### src/rtl/alu_pkg.sv
// alu_pkg: shared types and constants for the multi-cycle ALU (alu_mc).
//   alu_op_e    - 3-bit opcode carried on Cntr
//   alu_state_e - controller states
//   FLAG_*      - bit positions of N/Z/C/V inside ALUFlags
package alu_pkg;

  typedef enum logic [2:0] {
    OP_ADD  = 3'b000,
    OP_SUB  = 3'b001,
    OP_AND  = 3'b010,
    OP_OR   = 3'b011,
    OP_NOT  = 3'b100,
    OP_PASS = 3'b101,
    OP_MUL  = 3'b110,
    OP_CMP  = 3'b111
  } alu_op_e;

  typedef enum logic [1:0] {
    ST_IDLE = 2'd0,
    ST_MUL  = 2'd1,
    ST_HOLD = 2'd2
  } alu_state_e;

  localparam int FLAG_N = 3;
  localparam int FLAG_Z = 2;
  localparam int FLAG_C = 1;
  localparam int FLAG_V = 0;

endpackage

### src/rtl/alu_mc_if.sv
// alu_mc_if: request/result handshake bundle for alu_mc.
//   Request side : in_valid, in_ready, A, B, Cntr
//   Result side  : out_valid, out_ready, R, ALUFlags ({N,Z,C,V}), err
// Modports: master = operand/control source and result consumer,
//           slave  = the ALU.
interface alu_mc_if #(parameter int WIDTH = 8);

  logic             in_valid;
  logic             in_ready;
  logic [WIDTH-1:0] A;
  logic [WIDTH-1:0] B;
  logic [2:0]       Cntr;
  logic             out_valid;
  logic             out_ready;
  logic [WIDTH-1:0] R;
  logic [3:0]       ALUFlags;
  logic             err;

  modport master (
    output in_valid, A, B, Cntr, out_ready,
    input  in_ready, out_valid, R, ALUFlags, err
  );

  modport slave (
    input  in_valid, A, B, Cntr, out_ready,
    output in_ready, out_valid, R, ALUFlags, err
  );

endinterface

### src/rtl/alu_mul_iter.sv
// alu_mul_iter: iterative unsigned shift-add multiplier, one multiplier bit
// per cycle, WIDTH iterations after start.
// Ports:
//   clk, rst_n  - clock, async active-low reset (aborts a running multiply)
//   start       - load a (multiplicand) and b (multiplier), begin iterating
//   a, b        - WIDTH-bit operands
//   done        - high during the last iteration cycle
//   product     - 2*WIDTH-bit result of the current iteration; it is the
//                 final product while done is high, so the caller captures it
//                 on the same edge that performs the last step.
module alu_mul_iter #(
  parameter int WIDTH = 8
) (
  input  logic               clk,
  input  logic               rst_n,
  input  logic               start,
  input  logic [WIDTH-1:0]   a,
  input  logic [WIDTH-1:0]   b,
  output logic               done,
  output logic [2*WIDTH-1:0] product
);

  localparam int CW = $clog2(WIDTH + 1);
  localparam logic [CW-1:0] CNT_LOAD = CW'(WIDTH);
  localparam logic [CW-1:0] CNT_LAST = CW'(1);

  logic [WIDTH-1:0]   mcand_q;
  logic [2*WIDTH-1:0] prod_q;
  logic [CW-1:0]      cnt_q;
  logic               busy_q;
  logic [WIDTH-1:0]   addend;
  logic [WIDTH:0]     upper_sum;
  logic [2*WIDTH-1:0] step;

  // Upper half accumulates, lower half holds the not-yet-used multiplier bits.
  always_comb begin
    addend    = prod_q[0] ? mcand_q : '0;
    upper_sum = {1'b0, prod_q[2*WIDTH-1:WIDTH]} + {1'b0, addend};
    step      = {upper_sum, prod_q[WIDTH-1:1]};
  end

  assign done    = busy_q && (cnt_q == CNT_LAST);
  assign product = step;

  always_ff @(posedge clk or negedge rst_n) begin
    if (!rst_n) begin
      mcand_q <= '0;
      prod_q  <= '0;
      cnt_q   <= '0;
      busy_q  <= 1'b0;
    end else if (start) begin
      mcand_q <= a;
      prod_q  <= {{WIDTH{1'b0}}, b};
      cnt_q   <= CNT_LOAD;
      busy_q  <= 1'b1;
    end else if (busy_q) begin
      prod_q <= step;
      cnt_q  <= cnt_q - CNT_LAST;
      if (cnt_q == CNT_LAST) busy_q <= 1'b0;
    end
  end

endmodule

### src/rtl/alu_mc.sv
// alu_mc: registered multi-cycle ALU with valid/ready request and result.
// Ports:
//   clk    - clock
//   rst_n  - async active-low reset; discards any operation in flight
//   bus    - alu_mc_if.slave (A, B, Cntr in; R, ALUFlags, err out)
// Build option: ALU_MUL_EN enables opcode 110 (iterative MUL, WIDTH cycles).
// Without it the multiplier is absent and opcode 110 completes in one cycle
// with err=1 and R/ALUFlags left untouched.
//
// state   | meaning
// --------+--------------------------------------------------------------
// IDLE    | waiting for a request, in_ready=1
// MUL     | multiplier iterating, in_ready=0
// HOLD    | result presented with out_valid=1, in_ready follows out_ready
module alu_mc
  import alu_pkg::*;
#(
  parameter int WIDTH = 8
) (
  input  logic     clk,
  input  logic     rst_n,
  alu_mc_if.slave  bus
);

  localparam int MSB = WIDTH - 1;

  alu_state_e       state;
  logic [WIDTH-1:0] r_q;
  logic [3:0]       flags_q;
  logic             err_q;
  logic             out_valid_q;

  alu_op_e          op;
  logic             accept;
  logic [WIDTH:0]   add_x;
  logic [WIDTH:0]   sub_x;
  logic [WIDTH-1:0] nxt_r;
  logic [WIDTH-1:0] f_src;
  logic [3:0]       nxt_f;
  logic             nxt_err;
  logic             c_b;
  logic             v_b;
  logic             upd_f;
  logic             op_mul;

  assign op     = alu_op_e'(bus.Cntr);
  assign accept = bus.in_valid && bus.in_ready;
  assign add_x  = {1'b0, bus.A} + {1'b0, bus.B};
  assign sub_x  = {1'b0, bus.A} - {1'b0, bus.B};

  // Outcome of a single-cycle op; CMP takes N/Z from A-B while R is kept.
  always_comb begin
    nxt_r   = r_q;
    f_src   = r_q;
    nxt_f   = flags_q;
    nxt_err = 1'b0;
    c_b     = 1'b0;
    v_b     = 1'b0;
    upd_f   = 1'b1;
    op_mul  = 1'b0;
    case (op)
      OP_ADD: begin
        nxt_r = add_x[WIDTH-1:0];
        f_src = add_x[WIDTH-1:0];
        c_b   = add_x[WIDTH];
        v_b   = (bus.A[MSB] == bus.B[MSB]) && (add_x[MSB] != bus.A[MSB]);
      end
      OP_SUB, OP_CMP: begin
        if (op == OP_SUB) nxt_r = sub_x[WIDTH-1:0];
        f_src = sub_x[WIDTH-1:0];
        c_b   = ~sub_x[WIDTH];
        v_b   = (bus.A[MSB] != bus.B[MSB]) && (sub_x[MSB] != bus.A[MSB]);
      end
      OP_AND: begin
        nxt_r = bus.A & bus.B;
        f_src = nxt_r;
      end
      OP_OR: begin
        nxt_r = bus.A | bus.B;
        f_src = nxt_r;
      end
      OP_NOT: begin
        nxt_r = ~bus.B;
        f_src = nxt_r;
      end
      OP_PASS: begin
        nxt_r = bus.B;
        f_src = nxt_r;
      end
      OP_MUL: begin
        upd_f = 1'b0;
`ifdef ALU_MUL_EN
        op_mul = 1'b1;
`else
        nxt_err = 1'b1;
`endif
      end
      default: upd_f = 1'b0;
    endcase
    if (upd_f) begin
      nxt_f[FLAG_N] = f_src[MSB];
      nxt_f[FLAG_Z] = (f_src == '0);
      nxt_f[FLAG_C] = c_b;
      nxt_f[FLAG_V] = v_b;
    end
  end

`ifdef ALU_MUL_EN
  logic               mul_done;
  logic [2*WIDTH-1:0] mul_product;

  alu_mul_iter #(.WIDTH(WIDTH)) u_mul (
    .clk     (clk),
    .rst_n   (rst_n),
    .start   (accept && op_mul),
    .a       (bus.A),
    .b       (bus.B),
    .done    (mul_done),
    .product (mul_product)
  );
`endif

  always_ff @(posedge clk or negedge rst_n) begin
    if (!rst_n) begin
      state       <= ST_IDLE;
      r_q         <= '0;
      flags_q     <= '0;
      err_q       <= 1'b0;
      out_valid_q <= 1'b0;
    end else begin
      case (state)
        ST_IDLE, ST_HOLD: begin
          // In HOLD, accept implies out_ready, so the held result is consumed.
          if (accept) begin
            if (op_mul) begin
              state       <= ST_MUL;
              out_valid_q <= 1'b0;
            end else begin
              r_q         <= nxt_r;
              flags_q     <= nxt_f;
              err_q       <= nxt_err;
              state       <= ST_HOLD;
              out_valid_q <= 1'b1;
            end
          end else if (state == ST_HOLD && bus.out_ready) begin
            state       <= ST_IDLE;
            out_valid_q <= 1'b0;
          end
        end
        ST_MUL: begin
`ifdef ALU_MUL_EN
          if (mul_done) begin
            r_q             <= mul_product[WIDTH-1:0];
            flags_q[FLAG_N] <= mul_product[MSB];
            flags_q[FLAG_Z] <= (mul_product[WIDTH-1:0] == '0);
            flags_q[FLAG_C] <= |mul_product[2*WIDTH-1:WIDTH];
            flags_q[FLAG_V] <= 1'b0;
            err_q           <= 1'b0;
            state           <= ST_HOLD;
            out_valid_q     <= 1'b1;
          end
`else
          state <= ST_IDLE;
`endif
        end
        default: begin
          state       <= ST_IDLE;
          out_valid_q <= 1'b0;
        end
      endcase
    end
  end

  assign bus.in_ready  = (state == ST_IDLE) || (state == ST_HOLD && bus.out_ready);
  assign bus.out_valid = out_valid_q;
  assign bus.R         = r_q;
  assign bus.ALUFlags  = flags_q;
  assign bus.err       = err_q;

endmodule
### src/flat_wrapper.sv
// flat-port wrapper written by rule: the top's interface ports become plain ports
module alu_mc_flat import alu_pkg::*;
#(
  parameter int WIDTH = 8
)
  (clk, rst_n, bus_in_valid, bus_A, bus_B, bus_Cntr, bus_out_ready, bus_in_ready, bus_out_valid, bus_R, bus_ALUFlags, bus_err);
  alu_mc_if #(.WIDTH(WIDTH)) bus_i ();
  input  logic clk;
  input  logic rst_n;
  input wire logic [$bits(bus_i.in_valid)-1:0] bus_in_valid;
  input wire logic [$bits(bus_i.A)-1:0] bus_A;
  input wire logic [$bits(bus_i.B)-1:0] bus_B;
  input wire logic [$bits(bus_i.Cntr)-1:0] bus_Cntr;
  input wire logic [$bits(bus_i.out_ready)-1:0] bus_out_ready;
  output wire logic [$bits(bus_i.in_ready)-1:0] bus_in_ready;
  output wire logic [$bits(bus_i.out_valid)-1:0] bus_out_valid;
  output wire logic [$bits(bus_i.R)-1:0] bus_R;
  output wire logic [$bits(bus_i.ALUFlags)-1:0] bus_ALUFlags;
  output wire logic [$bits(bus_i.err)-1:0] bus_err;
  assign bus_i.in_valid = bus_in_valid;
  assign bus_i.A = bus_A;
  assign bus_i.B = bus_B;
  assign bus_i.Cntr = bus_Cntr;
  assign bus_i.out_ready = bus_out_ready;
  assign bus_in_ready = bus_i.in_ready;
  assign bus_out_valid = bus_i.out_valid;
  assign bus_R = bus_i.R;
  assign bus_ALUFlags = bus_i.ALUFlags;
  assign bus_err = bus_i.err;
  alu_mc #(.WIDTH(WIDTH)) u_core (.clk(clk), .rst_n(rst_n), .bus(bus_i));
endmodule
### config.mk
export PLATFORM = sky130hd
export DESIGN_NAME = alu_mc_flat
export DESIGN_NICKNAME = d
export VERILOG_FILES = /design/src/rtl/alu_pkg.sv /design/src/rtl/alu_mc_if.sv /design/src/rtl/alu_mul_iter.sv /design/src/rtl/alu_mc.sv /design/src/flat_wrapper.sv
export SDC_FILE = /design/constraint.sdc
export NUM_CORES = 1
export LEC_CHECK = 0
export BUFFER_PORTS_ARGS = -buffer_cell sky130_fd_sc_hd__buf_4
export CAP_MARGIN = 10
export CORE_MARGIN = 1
export CORE_UTILIZATION = 40
export DETAILED_ROUTE_END_ITERATION = 10
export PLACE_DENSITY = 0.72
export SLEW_MARGIN = 5
export SYNTH_ARGS = -nofsm -noshare
export SYNTH_HDL_FRONTEND = slang
export SYNTH_SLANG_ARGS = --single-unit
### constraint.sdc
create_clock -name clk -period 2.5 [get_ports clk]
set_clock_uncertainty 0.15 [all_clocks]
set_input_delay 0.75 -clock clk [delete_from_list [all_inputs] [get_ports clk]]
set_output_delay 0.75 -clock clk [all_outputs]
set_load 0.05 [all_outputs]
==> results of run 1 <==
[power by group through the flow]
stage	clock network (uW)	registers (uW)	logic, uW
after floorplan	0	472	346
after global placement	0	311	816
after detailed placement	0	313	832
after CTS	224	309	858
after global routing	238	315	963
final	225	308	904
[layer usage]
layer | routed length [um] | GRT usage | vias up
li1 | - | - | 1131
met1 | 2811 | 0.3152 | 1093
met2 | 3002 | 0.4200 | 69
met3 | 285 | 0.01646 | 11
met5 | 0 | 0 | -
met4 | 115 | 0.06624 | 0
[what timing repair did]
action | in CTS | in global routing
pin swaps | 6 | 7
buffers inserted | 2 | 2
gates resized for setup | 15 | 18
setup endpoints to repair | 7 | 9
[cell families (layout without fill, tap and decap cells)]
logic type	count (synthesis)	in the layout	share of synthesized area
compound gates	78	78	0.2934
xor+xnor	10	10	0.04279
fa+ha+maj	27	27	0.1724
buf+inv	36	145	0.07763
flops	14	14	0.1712
mux	8	8	0.04768
simple gates	76	76	0.1950
[path summary, 6_finish.rpt]
| kind | start | endpoint | slack (ns) |
|---|---|---|---|
| min reg2reg | u_core.bus.ALUFlags[3]$_DFFE_PN0P_ | u_core.bus.ALUFlags[3]$_DFFE_PN0P_ | 0.35 |
| max | bus_A[0] | u_core.bus.ALUFlags[2]$_DFFE_PN0P_ | -0.15 |
| min | rst_n | u_core.bus.ALUFlags[1]$_DFFE_PN0P_ | 0.19 |
| max reg2reg | u_core.state[1]$_DFFE_PN0P_ | u_core.bus.ALUFlags[2]$_DFFE_PN0P_ | 0.68 |
| min in group clk | u_core.bus.ALUFlags[3]$_DFFE_PN0P_ | u_core.bus.ALUFlags[3]$_DFFE_PN0P_ | 0.35 |
| max in group asynchronous | rst_n | u_core.bus.R[7]$_DFFE_PN0P_ | 1.85 |
[placed cells by master (no fill, tap or decap), drive strengths merged, types with 4 or more instances in the layout]
cell and instances:
buf 118, ha 25, nor2 23, inv 22, a21oi 22, dfrtp 14, nand2 13, nor3 9
xnor2 8, o21ai 7, nand2b 6, a221oi 6, a211oi 6, a2bb2oi 5, a31oi 5, nor2b 5
and4 4, clkbuf 4, mux2 4
[registers in the layout, indices dropped and copies added, names as in the netlist]
register	cells
u_core.bus.R	8
u_core.state	1
u_core.bus.ALUFlags	4
u_core.bus.err	1
[area by class of cell]
class	count	area [um2]
Sequential cell	14	350.3
Fill cell	408	1609
Tap cell	67	83.83
Clock buffer	4	55.05
Multi-Input combinational cell	199	1694
Inverter	23	92.59
Timing Repair Buffer	118	932.1
[worst reg2reg max path, delay by kind of cell (launching register included)]
kind | cells | cell delay [ns]
and+or+nand+nor | 2 | 0.24
DFF | 1 | 0.38
AOI/OAI and AO/OA | 4 | 0.98
[stage by stage]
step / total power [uW] / worst slack [ns] / hold WS (ns) / std cells / cell area, um2
after floorplan: 818.3 / -0.2377 / 0.3044 / 249 / 2103
after global placement: 1127 / -0.4580 / 0.3335 / 417 / 2977
after detailed placement: 1145 / -0.5057 / 0.3423 / 417 / 2977
after CTS: 1392 / -0.1308 / 0.1928 / 423 / 3100
after global routing: 1515 / -0.2209 / 0.1940 / 425 / 3208
final: 1437 / -0.1513 / 0.1875 / 425 / 3208
==> key figures, run 1 <==
Floorplan
  – Die Y-Extent: 73.54 um
  – Initial core utilization: 0.4249
  – Io pins: 38
  – Core Area: 4817 um2
  – Die W: 73.54 um
  – Site Rows: 25
  – Die Area: 5407 um2

Worst setup path
  – CP Cell Sequence: buf_8 -> inv_4 -> ha_4 -> fa_1 -> mux2i_1 -> mux4_2 -> a2111oi_4 -> nand4_1 -> a211oi_2
  – R2R cell count: 6
  – Worst setup SP type: input pin
  – Critical path class: in -> reg
  – Worst setup EP type: flop
  – Slowest library cell on the worst path: mux4_2
  – Worst-path maximum fanout: 2
  – Cell family with most CP delay: adder cells
  – Largest stage delay, worst path: 0.53 ns
  – Worst endpoint required time: 2.52 ns
  – CP arrival: 2.67 ns
  – CP Buf/Inv Count: 2
  – CP Depth: 9

Cells and area
  – Final Core Density: 0.6660
  – Share of cells above drive strength 1: 0.4525
  – Area growth syn-to-layout: 56.72%
  – Nets: 409
  – Diodes inserted: 0

Timing
  – Max Fclk: 0.3772 GHz
  – Worst relative slew slack: 0.6399
  – Post-Route Setup TNS: -0.5140 ns
  – Endpoints failing hold: 0
  – Worst Tran Pin Value: around 0.54 ns
  – Final setup vio count: 5
  – Crit share post-route: 1.061
  – Post-route minimum period: 2.651 ns
  – Final slew viol count: 0
  – Slack of the critical path: -0.1513 ns
  – RSZ-0062 raised after global routing: true

Routing
  – Routed WL: 6215 um
  – ANT nets after route: 0
  – Routed WL per cell: around 15 um
  – Initial DRT Pass Iterations: 4
  – Detailed-route via count: approximately 2.3k
  – Drt via density: 5.421
  – Starting DRT DRC Count: 118
  – # DRC: 0

Power
  – Part of the power in combinational logic: 0.629
  – Pint: 811.4 uW
  – Sw Ratio: 0.4352
  – Leakage: 0.001520 uW
  – Sequential Power Share: 0.215
  – Net Switching: 625.3 uW
  – Clock Power Share: 0.156
  – Max VDD drop: 322.9 uV
  – Pwr Density: roughly 450 nW/um2

Clock tree
  – Post-CTS Hold Buffers: 0
  – CTS tree: built
  – Clk sinks: 14
  – Worst skew pair latency: 0.25 ns
  – Clock slew at reported path FFs: 0.06 ns
  – CTS Buffer Depth: 2
  – Root buf cell: clkbuf_8
  – H-tree depth: 1
  – CTS Buf Count: 3

Min path
  – Hold crit path type: in -> async

Synthesis
  – Netlist cell types: 59
  – Leading register cell type out of synthesis: dfrtp_1
  – Sequential fraction of the synthesis area: 0.1711
  – Synth top area share: 0.1711
  – Yosys Warn Count: 0
  – Synthesized flop and latch total: 14
  – Synth Area per Inst: roughly 8 um2
  – EDFF count, synth: 0
  – Synth area leaders: dfrtp_1 17%, ha_1 15%, a21oi_1 5.4%, inv_1 4.2%, nor2_1 4.0%
  – Cell count after synthesis: 249
  – Cell taking the most area after synthesis: dfrtp_1
  – Synth cell count leaders: 25 x ha_1, 23 x inv_1, 22 x a21oi_1, 22 x nor2_1, 14 x dfrtp_1
  – Count leader, synth: ha_1
  – Syn Nets: around 300
  – Netlist Area Pre-Place: 2047 um2
  – Synth async-reset ratio: 1.000

Place
  – IO buf count: 37
  – RePlAce Congestion: roughly 0.88
  – Half-perimeter wire length after placement: 4791 um

Global route
  – Initial antenna violation count: 0
  – Vias in the first global route: approximately 2.2k
  – Grt ovf: 0
  – Largest net degree at the start of global routing: 25
  – First-pass GRT wire length: 10140 um
  – GRT Resource Usage Total: 0.2396

Run
  – Max cap viols: 0

Run status
  – Failing checks: setup timing
  – Outcome: finished, violations left
(Power assumes the default switching activity.)
==> inputs of run 2 (changes only) <==
Settings changed: BUFFER_PORTS_ARGS -buffer_cell sky130_fd_sc_hd__buf_4 to -buffer_cell sky130_fd_sc_hd__buf_2, TNS_END_PERCENT set to 50.
==> run 2 against run 1 <==
Effect of this change:
- the run still ends with setup timing left
- total power down 2.0%
- sequential power barely moved
- utilization decreased by 0.83 points
- final cell count shrank 0.24%
- first-iteration DRC count is 14% lower
- combinational power down 3.1%
- clock-buffer cell count did not move
- routed wire length is 1.2% higher
- global-route usage shrank 0.80 points
- maximum frequency decreased by 3.2%
- worst hold slack improved by 0.039 ns
- critical path depth did not move
- critical endpoint unchanged
==> key figures, run 2 (synthesized netlist as in run 1, its figures left out) <==
Routing
  – ANT nets after route: 0 (unchanged)
  – Routed WL: 6287 um (+1.2%)
  – Drt via density: 5.460 (+0.71%)
  – Initial DRT Pass Iterations: 4 (unchanged)
  – # DRC: 0 (unchanged)
  – Detailed-route via count: 2315 (+0.48%)
  – Routed WL per cell: 14.83 um (+1.4%)
  – Starting DRT DRC Count: 101 (-14%)

Run status
  – Outcome: finished, violations left
  – Failing checks: setup timing

Timing
  – Slack of the critical path: -0.2381 ns (-0.08678 ns)
  – Max Fclk: 0.3652 GHz (-3.2%)
  – Post-route minimum period: 2.738 ns (+0.08677 ns)
  – Final slew viol count: 0 (unchanged)
  – Final setup vio count: 4 (-1)
  – Post-Route Setup TNS: -0.3900 ns (+0.1239 ns)
  – Worst Tran Pin Value: 0.5430 ns (+0.005307 ns)
  – Crit share post-route: 1.095 (+0.03471)
  – Worst relative slew slack: 0.6364 (-0.003509)
  – Worst-case hold slack: 0.2267 ns (+0.03919 ns)
  – Endpoints failing hold: 0 (unchanged)
  – RSZ-0062 raised after global routing: true

Run
  – Max cap viols: 0 (unchanged)

Cells and area
  – Most frequent cells in the layout: 77 x buf_4, 34 x buf_2, 20 x inv_1, 20 x a21oi_1, 20 x nor2_1
  – Finished Layout Cells: 424 (-0.24%)
  – Diodes inserted: 0 (unchanged)
  – Max FFs per register: 8 (unchanged)
  – Share of cells above drive strength 1: 0.4762 (+0.02368)
  – Fillers: 399 (-2.2%)
  – Multi-input gate area: 1747 um2 (+3.1%)
  – Commonest non-fill, non-tap cell in the layout: buf_4
  – Area growth syn-to-layout: 54.77%
  – Nets: 408 (-0.24%)
  – Final Core Density: 0.6577 (-0.008312)
  – FF/Latch Area: 350.3 um2 (unchanged)

Place
  – IO buf count: 37 (unchanged)
  – Placed insts: 415 (-0.48%)
  – Pre-CTS WS: -0.5369 ns (-0.03112 ns)
  – Half-perimeter wire length after placement: 4875 um (+1.8%)
  – RePlAce Congestion: 0.9036 (+2.7%)

Power
  – Max VDD drop: 272.1 uV (-16%)
  – Pwr Density: 444.2 nW/um2 (-0.80%)
  – Leakage: 0.001482 uW (-2.5%)

Clock tree
  – Post-CTS Hold Buffers: 0 (unchanged)
  – Worst skew pair latency: 0.26 ns (about the same)
  – Clock slew at reported path FFs: 0.06 ns (about the same)
  – CTS Buf Count: 3 (unchanged)
  – Clk sinks: 14 (unchanged)
  – CTS tree: built
  – Root buf cell: clkbuf_8
  – CTS Buffer Depth: 2 (unchanged)
  – H-tree depth: 1 (unchanged)

Floorplan
  – Site Rows: 25 (unchanged)
  – Die W: 73.54 um (unchanged)
  – Io pins: 38 (unchanged)
  – Core Area: 4817 um2 (unchanged)
  – Die Area: 5407 um2 (unchanged)
  – Die Y-Extent: 73.54 um (unchanged)
  – Initial core utilization: 0.4249 (unchanged)

Worst setup path
  – Critical path class: in -> reg
  – Worst setup SP type: input pin
  – Worst-path maximum fanout: 2 (unchanged)
  – Worst setup EP type: flop
  – CP arrival: 2.75 ns (+0.08 ns)
  – Worst endpoint required time: 2.52 ns (about the same)

Min path
  – Hold crit path type: in -> async

Global route
  – Initial antenna violation count: 0 (unchanged)
  – Grt ovf: 0 (unchanged)
  – GRT Resource Usage Total: 0.2315 (-0.008041)
  – First-pass GRT wire length: 9722 um (-4.2%)
  – Largest net degree at the start of global routing: 15 (-40%)
  – Vias in the first global route: 2159 (-1.0%)
==> run 2: worst paths after layout <==
| path | startpoint | to | slack [ns] | cells past startpoint |
|---|---|---|---|---|
| worst max-delay path | bus_A[0] | u_core.bus.ALUFlags[2]$_DFFE_PN0P_ | -0.24 | 9 |
| worst min-delay path | rst_n | u_core.bus.R[5]$_DFFE_PN0P_ | 0.23 | 1 |
| worst max register to register | u_core.state[1]$_DFFE_PN0P_ | u_core.bus.ALUFlags[2]$_DFFE_PN0P_ | 0.65 | 6 |
| worst min register to register | u_core.bus.err$_DFFE_PN0P_ | u_core.bus.err$_DFFE_PN0P_ | 0.34 | 2 |
| max in group asynchronous | rst_n | u_core.bus.ALUFlags[2]$_DFFE_PN0P_ | 1.74 | 1 |
| min in group clk | u_core.bus.err$_DFFE_PN0P_ | u_core.bus.err$_DFFE_PN0P_ | 0.34 | 2 |
==> run 2: timing repair <==
item,4_1_cts,5_1_grt
pin swaps,4,11
resized for setup,8,33
setup endpoints to repair,7,11
buffers inserted,0,5
==> run 2: worst max-delay path: stages <==
cell and delay, ns:
buf_6 0.07, inv_2 0.04, ha_4 0.16, fa_2 0.53
mux2i_1 0.07, mux4_2 0.52, a2111oi_4 0.19, nand4_1 0.15
a211oi_2 0.25
==> run 2: final cells by class <==
cell class                 count  area share
tap                           67     0.02646
multi-input combinational    199      0.5513
inverter                      23     0.02844
timing repair buffer         117      0.2658
clock buffer                   4     0.01738
sequential                    14      0.1106
==> run 2: per-layer routing <==
metal / share of wire / GRT usage / up-vias
met1: 0.44 / 0.2975 / 1079
met5: 0 / 0 / -
li1: - / - / 1130
met2: 0.48 / 0.4088 / 89
met4: 0.030 / 0.08761 / 0
met3: 0.048 / 0.008230 / 17
==> run 2: metrics by stage <==
stage	total power (uW)	area (um2)
finish	1407	3168
global route	1487	3168
CTS	1344	2987
detailed placement	1101	2888
global placement	1084	2888
floorplan	816.4	2097
==> run 2: where the power goes <==
| part | switching (uW) | internal [uW] | leakage, uW | total (uW) |
|---|---|---|---|---|
| registers | 32.2 | 274 | 0.000164 | 306 |
| logic | 510 | 366 | 0.00129 | 876 |
| clock network | 85.4 | 140 | 0.0000288 | 225 |
| total | 628 | 780 | 0.00148 | 1410 |
==> inputs of run 3 (changes only) <==
==> constraint.sdc (replaced) <==
create_clock -name clk -period 2.5 [get_ports clk]
set_clock_uncertainty 0.15 [all_clocks]
set_input_delay 0.5 -clock clk [delete_from_list [all_inputs] [get_ports clk]]
set_output_delay 0.5 -clock clk [all_outputs]
set_load 0.05 [all_outputs]
==> run 3 against run 2 <==
Effect of this change:
- the run now ends clean
- worst hold slack better by 0.11 ns
- sequential cell count unchanged
- total power shrank 10%
- combinational power fell by 15%
==> key figures, run 3 (synthesized netlist as in run 1, its figures left out) <==
Run status
  – Outcome: complete, no violations

Cells and area
  – Finished Layout Cells: 396 (-6.6%)
  – Max FFs per register: 8 (unchanged)
  – Commonest non-fill, non-tap cell in the layout: buf_4
  – Nets: 380 (-6.9%)
  – Area growth syn-to-layout: 33.13%
  – Final Instance Area: 2725 um2 (-14%)
  – Share of cells above drive strength 1: 0.3435 (-0.1327)
  – Most frequent cells in the layout: 50 x buf_4, 36 x buf_2, 24 x ha_1
  – Diodes inserted: 0 (unchanged)

Worst setup path
  – Worst setup EP type: flop
  – FF-to-FF Start: u_core.state[1]$_DFFE_PN0P_
  – R2R Path End: u_core.bus.ALUFlags[2]$_DFFE_PN0P_
  – Critical path class: in -> reg
  – R2R Setup Slk: 0.61 ns (-0.04 ns)
  – CP Cell Sequence: buf_2 -> ha_4 -> fa_2 -> mux2i_1 -> mux4_2 -> a2111oi_4 -> nand4_1 -> a211oi_2
  – Slowest library cell on the worst path: fa_2
  – Worst setup SP type: input pin
  – Largest stage delay, worst path: 0.53 ns (about the same)
  – CP arrival: 2.46 ns (-0.29 ns)
  – CP startpoint: bus_B[0]
  – Worst endpoint required time: 2.52 ns (about the same)
  – Critical Path Sink: u_core.bus.ALUFlags[2]$_DFFE_PN0P_
  – R2R cell count: 6 (unchanged)
  – Worst-path maximum fanout: 3 (+1)

Floorplan
  – Core Area: 4817 um2 (unchanged)
  – Die W: 73.54 um (unchanged)
  – Initial core utilization: 0.4249 (unchanged)
  – Site Rows: 25 (unchanged)
  – Die Y-Extent: 73.54 um (unchanged)
  – Io pins: 38 (unchanged)
  – Die Area: 5407 um2 (unchanged)

Clock tree
  – Clk sinks: 14 (unchanged)
  – Root buf cell: clkbuf_8
  – CTS tree: built
  – CTS Buf Count: 3 (unchanged)
  – Clock slew at reported path FFs: 0.06 ns (about the same)
  – H-tree depth: 1 (unchanged)
  – CTS Buffer Depth: 2 (unchanged)
  – Worst skew pair latency: 0.24 ns (-0.02 ns)
  – Postcts setup bufs: 0 (unchanged)

Place
  – DP Area: 2626 um2 (-9.1%)
  – Pre-CTS WS: -0.2105 ns (+0.3264 ns)
  – IO buf count: 37 (unchanged)
  – Half-perimeter wire length after placement: 4462 um (-8.5%)
  – Placed insts: 391 (-5.8%)
  – RePlAce Congestion: 0.9036 (unchanged)

Timing
  – Worst relative slew slack: 0.6059 (-0.03046)
  – Endpoints failing hold: 0 (unchanged)
  – RSZ-0062 raised after global routing: true
  – Worst Tran Pin Value: 0.5837 ns (+0.04067 ns)
  – Post-route minimum period: 2.441 ns (-0.2974 ns)
  – Final setup vio count: 0 (-4)
  – Worst-case hold slack: 0.3404 ns (+0.1137 ns)
  – Slack of the critical path: 0.05929 ns (+0.2974 ns)
  – Final slew viol count: 0 (unchanged)
  – Crit share post-route: 0.9763 (-0.1190)
  – Max Fclk: 0.4097 GHz (+12%)

Global route
  – Largest net degree at the start of global routing: 19 (+4)
  – Vias in the first global route: 2093 (-3.1%)
  – Initial antenna violation count: 0 (unchanged)
  – Grt ovf: 0 (unchanged)
  – First-pass GRT wire length: 9204 um (-5.3%)
  – GRT Resource Usage Total: 0.2152 (-0.01629)

Routing
  – ANT nets after route: 0 (unchanged)
  – Routed WL: 5362 um (-15%)
  – Drt via density: 5.366 (-1.7%)
  – Initial DRT Pass Iterations: 4 (unchanged)
  – # DRC: 0 (unchanged)
  – Starting DRT DRC Count: 119 (+18%)
  – Routed WL per cell: 13.54 um (-8.7%)
  – Detailed-route via count: 2125 (-8.2%)

Power
  – Pwr Density: 465.0 nW/um2 (+4.7%)
  – Leakage: 0.001307 uW (-12%)
  – Max VDD drop: 228.1 uV (-16%)
  – Clock Power Share: 0.171 (+0.011)
  – Net Switching: 567.0 uW (-9.6%)
  – Part of the power in combinational logic: 0.588 (-0.035)
  – Sw Ratio: 0.4475 (+0.001587)
  – Pint: 700.1 uW (-10%)
  – Sequential Power Share: 0.241 (+0.024)

Run
  – Max cap viols: 0 (unchanged)

Min path
  – Hold crit path type: reg -> reg
-- run 3: cell types whose count changed in the layout (fill, tap and decap cells not counted), moves of 3 or more --
cell     previous run  this run
buf_12              3         0
buf_4              77        50
ha_1               18        24
ha_2                3         0
ha_4                4         1
nor2b_1             1         5
nor2b_2             4         0
-- run 3: area by class of cell --
| type | count | area, um2 |
|---|---|---|
| clock buffers | 4 | 55.05 |
| inverters | 23 | 86.33 |
| multi-input cells | 199 | 1562 |
| repair buffers | 89 | 588.1 |
| fillers | 481 | 2092 |
| well taps | 67 | 83.83 |
| flip-flops and latches | 14 | 350.3 |
-- run 3: critical path: cells and delay by family --
kind | cells | cell delay [ns]
adder cells (fa/ha/maj) | 2 | 0.70
multiplexers | 2 | 0.59
AO/OA/AOI/OAI | 2 | 0.41
AND/OR/NAND/NOR | 1 | 0.14
buffers and inverters | 1 | 0.13
-- run 3: metrics by stage --
step	setup TNS, ns	power, uW	utilization
after floorplan	0	803.2	-
after global placement	-0.4558	1031	0.5452
after detailed placement	-0.6292	1044	0.5452
after CTS	0	1266	0.5587
after global routing	-0.02699	1352	0.5657
final	0	1267	0.5657
-- run 3: worst min-delay path by stage --
stage,start,endpoint,slack [ns],cells past startpoint
6_report,u_core.bus.err$_DFFE_PN0P_,u_core.bus.err$_DFFE_PN0P_,0.34,2
3_5_place_dp,rst_n,u_core.bus.R[0]$_DFFE_PN0P_,0.26,1
4_1_cts,u_core.bus.err$_DFFE_PN0P_,u_core.bus.err$_DFFE_PN0P_,0.35,2
2_1_floorplan,rst_n,u_core.bus.ALUFlags[0]$_DFFE_PN0P_,0.05,0
3_3_place_gp,rst_n,u_core.bus.R[1]$_DFFE_PN0P_,0.26,1
5_1_grt,u_core.bus.ALUFlags[3]$_DFFE_PN0P_,u_core.bus.ALUFlags[3]$_DFFE_PN0P_,0.38,1
-- run 3: per-layer routing --
metal / wire (um) / global-route usage / up-vias / share of wire
met1: 2446 / 0.2785 / 980 / 0.46
met3: 293 / 0.01509 / 9 / 0.055
met2: 2545 / 0.3741 / 60 / 0.47
met4: 77 / 0.07692 / 0 / 0.014
li1: - / - / 1076 / -
met5: 0 / 0 / - / 0
-- run 3: what timing repair did --
action / CTS / global route
hold buffers: 1 / 0
endpoints found under the setup margin: 0 / 3
endpoints found under the hold margin: 14 / 0
resized for setup: 0 / 7
-- run 3: power groups by stage --
stage | clock network (uW) | logic [uW] | registers, uW
after floorplan | 0 | 331 | 472
after global placement | 0 | 723 | 308
after detailed placement | 0 | 733 | 311
after CTS | 221 | 738 | 307
after global routing | 231 | 809 | 312
final | 216 | 745 | 306
